===== config.mk =====
export PLATFORM = sky130hd
export DESIGN_NAME = svtime_rtc_counter
export DESIGN_NICKNAME = d
export VERILOG_FILES = /design/src/rtl/svtime_rtc_counter.sv
export SDC_FILE = /design/constraint.sdc
export NUM_CORES = 1
export LEC_CHECK = 0
export CAP_MARGIN = 20
export CELL_PAD_IN_SITES_DETAIL_PLACEMENT = 0
export CELL_PAD_IN_SITES_GLOBAL_PLACEMENT = 1
export CORE_ASPECT_RATIO = 0.75
export CORE_MARGIN = 2
export CORE_UTILIZATION = 35
export CTS_CLUSTER_DIAMETER = 200
export DETAILED_ROUTE_END_ITERATION = 10
export GPL_TIMING_DRIVEN = 1
export PLACE_DENSITY = 0.85
export SLEW_MARGIN = 30
export SYNTH_ARGS = -nofsm -noshare
export SYNTH_HDL_FRONTEND = slang
export SYNTH_SLANG_ARGS = --single-unit

===== constraint.sdc =====
create_clock -name clk -period 3 [get_ports clk]
set_clock_uncertainty 0.05 [all_clocks]
set_input_delay 0.9 -clock clk [delete_from_list [all_inputs] [get_ports clk]]
set_output_delay 0.9 -clock clk [all_outputs]
set_load 0.1 [all_outputs]

===== src/rtl/svtime_rtc_counter.sv =====
// Wall-clock counter: struct_time fields plus epoch seconds, published once per second.
// Optional alarm compare is enabled by defining SVTIME_ALARM_EN.
module svtime_rtc_counter #(
  parameter int CLKS_PER_SEC = 1000,
  parameter int DROP_W       = 16
) (
  input  logic              clk,
  input  logic              rst,
  input  logic              run,
  input  logic              load,
  input  logic [5:0]        ld_sec,
  input  logic [5:0]        ld_min,
  input  logic [4:0]        ld_hour,
  input  logic [4:0]        ld_mday,
  input  logic [3:0]        ld_mon,
  input  logic [7:0]        ld_year,
  input  logic [2:0]        ld_wday,
  input  logic [8:0]        ld_yday,
  input  logic [63:0]       ld_epoch,
  output logic [5:0]        tm_sec,
  output logic [5:0]        tm_min,
  output logic [4:0]        tm_hour,
  output logic [4:0]        tm_mday,
  output logic [3:0]        tm_mon,
  output logic [7:0]        tm_year,
  output logic [2:0]        tm_wday,
  output logic [8:0]        tm_yday,
  output logic [63:0]       epoch,
  output logic              upd_valid,
  input  logic              upd_ready,
  output logic              sec_pulse,
`ifdef SVTIME_ALARM_EN
  input  logic              alarm_arm,
  input  logic [4:0]        alarm_hour,
  input  logic [5:0]        alarm_min,
  input  logic [5:0]        alarm_sec,
  output logic              alarm_hit,
`endif
  output logic [DROP_W-1:0] drop_cnt
);

  localparam int PW = $clog2(CLKS_PER_SEC);
  localparam logic [PW-1:0] PRESC_LAST = PW'(CLKS_PER_SEC - 1);

  logic [PW-1:0]     r_presc;
  logic [5:0]        r_sec;
  logic [5:0]        r_min;
  logic [4:0]        r_hour;
  logic [4:0]        r_mday;
  logic [3:0]        r_mon;
  logic [7:0]        r_year;
  logic [2:0]        r_wday;
  logic [8:0]        r_yday;
  logic [63:0]       r_epoch;
  logic              r_upd_valid;
  logic              r_sec_pulse;
  logic [DROP_W-1:0] r_drop_cnt;

  logic              w_tick;
  logic              w_adv;
  logic              w_event;
  logic [4:0]        w_dim;
  logic [3:0]        w_wday_sum;
  logic [2:0]        w_wday_inc;
  logic [5:0]        w_adv_sec;
  logic [5:0]        w_adv_min;
  logic [4:0]        w_adv_hour;
  logic [4:0]        w_adv_mday;
  logic [3:0]        w_adv_mon;
  logic [7:0]        w_adv_year;
  logic [2:0]        w_adv_wday;
  logic [8:0]        w_adv_yday;

  function automatic logic [4:0] f_days_in_month(input logic [3:0] mon, input logic [7:0] year);
    logic [4:0] days;
    case (mon)
      4'd1:                    days = (year[1:0] == 2'b00) ? 5'd29 : 5'd28;
      4'd3, 4'd5, 4'd8, 4'd10: days = 5'd30;
      default:                 days = 5'd31;
    endcase
    return days;
  endfunction

  assign w_tick  = run && (r_presc == PRESC_LAST);
  assign w_adv   = w_tick && !load;
  assign w_event = load || w_tick;
  assign w_dim   = f_days_in_month(r_mon, r_year);

  // wday may hold a loaded 7; reducing wday+1 modulo 7 keeps it consistent.
  assign w_wday_sum = {1'b0, r_wday} + 4'd1;
  assign w_wday_inc = (w_wday_sum >= 4'd7) ? 3'(w_wday_sum - 4'd7) : w_wday_sum[2:0];

  always_comb begin
    w_adv_sec  = r_sec + 6'd1;
    w_adv_min  = r_min;
    w_adv_hour = r_hour;
    w_adv_mday = r_mday;
    w_adv_mon  = r_mon;
    w_adv_year = r_year;
    w_adv_wday = r_wday;
    w_adv_yday = r_yday;
    if (r_sec == 6'd59) begin
      w_adv_sec = 6'd0;
      w_adv_min = r_min + 6'd1;
      if (r_min == 6'd59) begin
        w_adv_min  = 6'd0;
        w_adv_hour = r_hour + 5'd1;
        if (r_hour == 5'd23) begin
          w_adv_hour = 5'd0;
          w_adv_wday = w_wday_inc;
          w_adv_yday = r_yday + 9'd1;
          w_adv_mday = r_mday + 5'd1;
          // >= rather than == so a loaded out-of-range mday self-corrects.
          if (r_mday >= w_dim) begin
            w_adv_mday = 5'd1;
            w_adv_mon  = r_mon + 4'd1;
            if (r_mon == 4'd11) begin
              w_adv_mon  = 4'd0;
              w_adv_yday = 9'd0;
              w_adv_year = (r_year == 8'd199) ? 8'd70 : r_year + 8'd1;
            end
          end
        end
      end
    end
  end

  // Handshake: a record is transferred on a cycle where upd_valid && upd_ready.
  // While upd_valid && !upd_ready the record is held, unless a newer event
  // overwrites it (counted in drop_cnt). An event coinciding with a transfer
  // publishes the new record without a drop.
  always_ff @(posedge clk) begin
    if (rst) begin
      r_presc     <= '0;
      r_sec       <= 6'd0;
      r_min       <= 6'd0;
      r_hour      <= 5'd0;
      r_mday      <= 5'd1;
      r_mon       <= 4'd0;
      r_year      <= 8'd70;
      r_wday      <= 3'd4;
      r_yday      <= 9'd0;
      r_epoch     <= 64'd0;
      r_upd_valid <= 1'b0;
      r_sec_pulse <= 1'b0;
      r_drop_cnt  <= '0;
    end else begin
      if (load) begin
        r_presc <= '0;
      end else if (run) begin
        r_presc <= w_tick ? '0 : r_presc + PW'(1);
      end

      if (load) begin
        r_sec   <= ld_sec;
        r_min   <= ld_min;
        r_hour  <= ld_hour;
        r_mday  <= ld_mday;
        r_mon   <= ld_mon;
        r_year  <= ld_year;
        r_wday  <= ld_wday;
        r_yday  <= ld_yday;
        r_epoch <= ld_epoch;
      end else if (w_adv) begin
        r_sec   <= w_adv_sec;
        r_min   <= w_adv_min;
        r_hour  <= w_adv_hour;
        r_mday  <= w_adv_mday;
        r_mon   <= w_adv_mon;
        r_year  <= w_adv_year;
        r_wday  <= w_adv_wday;
        r_yday  <= w_adv_yday;
        r_epoch <= r_epoch + 64'd1;
      end

      if (w_event) begin
        r_upd_valid <= 1'b1;
        r_sec_pulse <= w_adv;
        if (r_upd_valid && !upd_ready && (r_drop_cnt != '1)) begin
          r_drop_cnt <= r_drop_cnt + DROP_W'(1);
        end
      end else begin
        r_sec_pulse <= 1'b0;
        if (r_upd_valid && upd_ready) begin
          r_upd_valid <= 1'b0;
        end
      end
    end
  end

`ifdef SVTIME_ALARM_EN
  logic r_alarm_hit;
  logic w_alarm_match;

  assign w_alarm_match = (w_adv_hour == alarm_hour) && (w_adv_min == alarm_min) &&
                         (w_adv_sec == alarm_sec);

  always_ff @(posedge clk) begin
    if (rst) begin
      r_alarm_hit <= 1'b0;
    end else begin
      r_alarm_hit <= w_adv && alarm_arm && w_alarm_match;
    end
  end

  assign alarm_hit = r_alarm_hit;
`endif

  // Live time only changes on an event, and every event publishes it, so the
  // live registers double as the published record.
  assign tm_sec    = r_sec;
  assign tm_min    = r_min;
  assign tm_hour   = r_hour;
  assign tm_mday   = r_mday;
  assign tm_mon    = r_mon;
  assign tm_year   = r_year;
  assign tm_wday   = r_wday;
  assign tm_yday   = r_yday;
  assign epoch     = r_epoch;
  assign upd_valid = r_upd_valid;
  assign sec_pulse = r_sec_pulse;
  assign drop_cnt  = r_drop_cnt;

endmodule


==> metrics.md <==
| Metric | Value |
|---|---|
| Initial core utilization | `35.8%` |
| DR DRC count | `0` |
| Critical path's most frequent cell | `nand3_1` |
| Startpoint types | `input pin` |
| Initial antenna violation count | `2` |
| Post-CTS setup buffers | `0` |
| Max-slew headroom | `53.0%` |
| Worst-path cell chain | `clkdlybuf4s50_1 > buf_4 > nand3_1 > nor3_2 > nand3_1 > o41a_1 > a2111oi_0` |
| Crit path capture type | `register` |
| Clock share of power | `36.6%` |
| First-pass GRT wire length | `48,400 um` |
| Combinational group share of total power | `26.3%` |
| Die X | `181 um` |
| Nets | `1,451` |
| Most used cells in the layout excluding fill and tap cells | `buf_4 (199), clkdlybuf4s50_1 (112), nor2_1 (111)` |
| Setup violations, final | `0` |
| Pint | `3.54 mW` |
| Max H-tree Level | `4` |
| Hold Buf Count CTS | `0` |
| Largest net degree at the start of global routing | `61` |
| Crit path kind | `in -> reg` |
| Gr ovfl total | `0` |
| Crit path max-delay family | `compound AO/OA/AOI/OAI gates` |
| Critical path required time | `3.24 ns` |
| Status | `complete, no violations` |
| Initial DRC Count | `831` |
| Row cnt | `48` |
| Clk sink count | `138` |
| Worst-skew pair later-pin latency | `0.43 ns` |
| Max Fclk | `352 MHz` |
| Net switching power | `2.11 mW` |
| Clk pin slew, worst setup/hold paths | `0.07 ns` |
| Fin. Hold Viols | `0` |
| I/O Pins | `243` |
| Vias in the first global route | `8,556` |
| Post-Syn Area | `0.00827 mm^2` |
| Via count | `9,444` |
| CTS Buf Count | `17` |
| Crit path max fanout | `7` |
| P_leak | `4.29 nW` |
| MaxCap Viol Count | `0` |
| Total core area | `0.0231 mm^2` |
| Cell count after synthesis | `1,057` |
| Sequential fraction of the synthesis area | `33.4%` |
| RSZ-0062 raised after global routing | `no` |
| DR WL/cell | `19.1 um` |
| Minimum clock period | `2.84 ns` |
| Critical Path AT | `3.08 ns` |
| Antenna cell count | `0` |
| Mean Syn Cell Area | `7.82 um^2` |
| Bufs on Longest Clock Path | `2` |
| DPL Wire Length | `23,100 um` |
| Post-synth cell types | `70` |
| Layout area overhead | `40.7%` |
| Register bit total from synthesis | `138` |
| CP bufs+invs | `2` |
| CTS tree | `yes` |
| Pins Over Slew Limit | `0` |
| Root Buffer | `clkbuf_16` |
| Count of flip-flops with a built-in enable after synthesis | `0` |
| IO Port Bufs | `242` |
| Worst path slowest cell | `clkdlybuf4s50_1` |
| Share of cells above drive strength 1 | `20.5%` |
| VDD IR-drop max | `349 uV` |
| DIE HEIGHT | `137 um` |
| Die area | `0.0249 mm^2` |
| YS warnings | `0` |
| Sw frac | `37.3%` |
| Initial DRT Pass Iterations | `5` |
| Vias/cell | `5.79` |
| Worst slack at placement | `-0.212 ns` |
| Area post-placement | `0.0111 mm^2` |
| Power Dens Cells | `486 mW/mm^2` |
| Syn nets | `1,190` |
| Async set-reset flop share out of synthesis | `0%` |
| Sequential Power Share | `37.0%` |
| GP Congestion | `0.888` |
| Main synth FF type | `dfxtp_1` |
| Slowest stage delay, CP | `0.48 ns` |
| Setup ws final | `0.157 ns` |
| Worst Tran Pin Value | `0.705 ns` |
| HP Class | `reg -> reg` |
| FILL cells | `2,267` |
| DRT antenna net count | `0` |
| Total GRT Usage | `24.6%` |
| PostCTS Resize Cnt | `0` |
| Final wirelength | `31,100 um` |
| Final period utilization | `94.8%` |
| Design Area, Final | `0.0116 mm^2` |
| Commonest non-fill, non-tap cell in the layout | `buf_4` |
cell usage after synthesis (3+ instances only):
master / count / area share (%)
nand3_1: 59 / 3.6
a31oi_1: 11 / 0.83
and4_1: 12 / 1.3
nand4_1: 45 / 3.4
o41a_1: 3 / 0.41
dfxtp_1: 138 / 33
nor3_1: 33 / 2.0
and2_1: 9 / 0.68
nor2_1: 111 / 5.0
a311oi_1: 26 / 2.8
nand3b_1: 3 / 0.27
a21o_1: 3 / 0.27
o211ai_1: 11 / 1.0
nor4_1: 36 / 2.7
a21oi_1: 45 / 2.7
nand2b_1: 6 / 0.45
o41ai_1: 5 / 0.53
a22oi_1: 6 / 0.54
nand4b_1: 3 / 0.32
xnor2_1: 32 / 3.4
o311ai_0: 4 / 0.42
nor2b_1: 7 / 0.53
buf_1: 5 / 0.23
mux2i_1: 7 / 0.85
and4b_1: 3 / 0.36
ha_1: 18 / 2.7
or4_1: 18 / 1.6
or3_1: 19 / 1.4
o21ai_0: 47 / 2.8
nand2_1: 77 / 3.5
xor2_1: 16 / 1.7
a2111oi_0: 5 / 0.53
clkbuf_1: 63 / 2.9
a32oi_1: 5 / 0.53
a211oi_1: 39 / 3.5
o31ai_1: 18 / 1.6
a211o_1: 4 / 0.42
inv_1: 29 / 1.3
and3_1: 29 / 2.2
a32o_1: 3 / 0.36
a221oi_1: 7 / 0.74
state kept, by name, indices dropped and copies added, names as in the netlist:
name,cells
epoch,64
drop_cnt,16
r_presc,10
tm_yday,9
tm_year,8
tm_min,6
tm_sec,6
tm_hour,5
tm_mday,5
tm_mon,4
tm_wday,3
sec_pulse,1
upd_valid,1
worst register-to-register path, stage by stage (launching register included):
cell	delay (ns)
dfxtp_4	0.39
ha_1	0.19
nand3_1	0.16
or4_4	0.55
or4_4	0.64
buf_4	0.21
or3_1	0.30
a311oi_1	0.25
logic make-up (layout without fill, tap and decap cells):
| family | after synthesis | after routing | synth area share, % |
|---|---|---|---|
| adder cells (fa/ha/maj) | 18 | 18 | 2.72 |
| AO/OA/AOI/OAI | 258 | 258 | 21.8 |
| multiplexers | 8 | 8 | 0.984 |
| XOR/XNOR | 48 | 48 | 5.09 |
| buffers and inverters | 100 | 374 | 4.65 |
| AND/OR/NAND/NOR | 487 | 487 | 31.3 |
| flip-flops | 138 | 138 | 33.4 |
per-stage QoR:
stage	util, %	hold slack [ns]	TNS [ns]	instances	power [mW]
floorplan	-	0.412	0	1057	3.14
detailed placement	47.8	0.430	-2.44	1599	3.61
global route	50.3	0.474	0	1631	5.85
CTS	50.2	0.439	0	1631	5.70
finish	50.3	0.441	0	1631	5.65
global placement	47.8	0.422	-1.44	1599	3.60
final timing paths:
check        slack (ns)  depth (start not counted)                      from                  endpoint
min reg2reg        0.44                          2  drop_cnt[4]$_SDFFE_PP0P_  drop_cnt[4]$_SDFFE_PP0P_
max reg2reg        0.17                          7     epoch[0]$_SDFFE_PP0P_    epoch[26]$_SDFFE_PP0P_
max                0.16                          7                       run    epoch[58]$_SDFFE_PP0P_
min                0.44                          2  drop_cnt[4]$_SDFFE_PP0P_  drop_cnt[4]$_SDFFE_PP0P_
per-layer routing:
metal  track usage (%)  wire, um  part of all wire [%]
met1              37.1     15400                    49
met2              34.7     12800                    41
met3              6.39      2510                   8.0
met4              5.01       423                   1.4
met5                 0        20                 0.064
final cells by class:
cell class / instances / area, um^2 / area share [%]
clock inverter: 13 / 119 / 1.02
inverter: 30 / 115 / 0.990
tap: 300 / 375 / 3.23
sequential: 138 / 2800 / 24.1
timing repair buffer: 312 / 2640 / 22.7
clock buffer: 19 / 443 / 3.81
multi-input combinational: 819 / 5140 / 44.2
power groups by stage:
stage	Combinational, mW	Sequential [mW]	Clock, mW
after CTS	1.49	2.09	2.12
final	1.49	2.09	2.07
after floorplan	0.328	2.81	0
after global routing	1.56	2.11	2.18
after global placement	1.47	2.13	0
after detailed placement	1.48	2.13	0
Note: power is estimated with default switching activity, not from simulation.
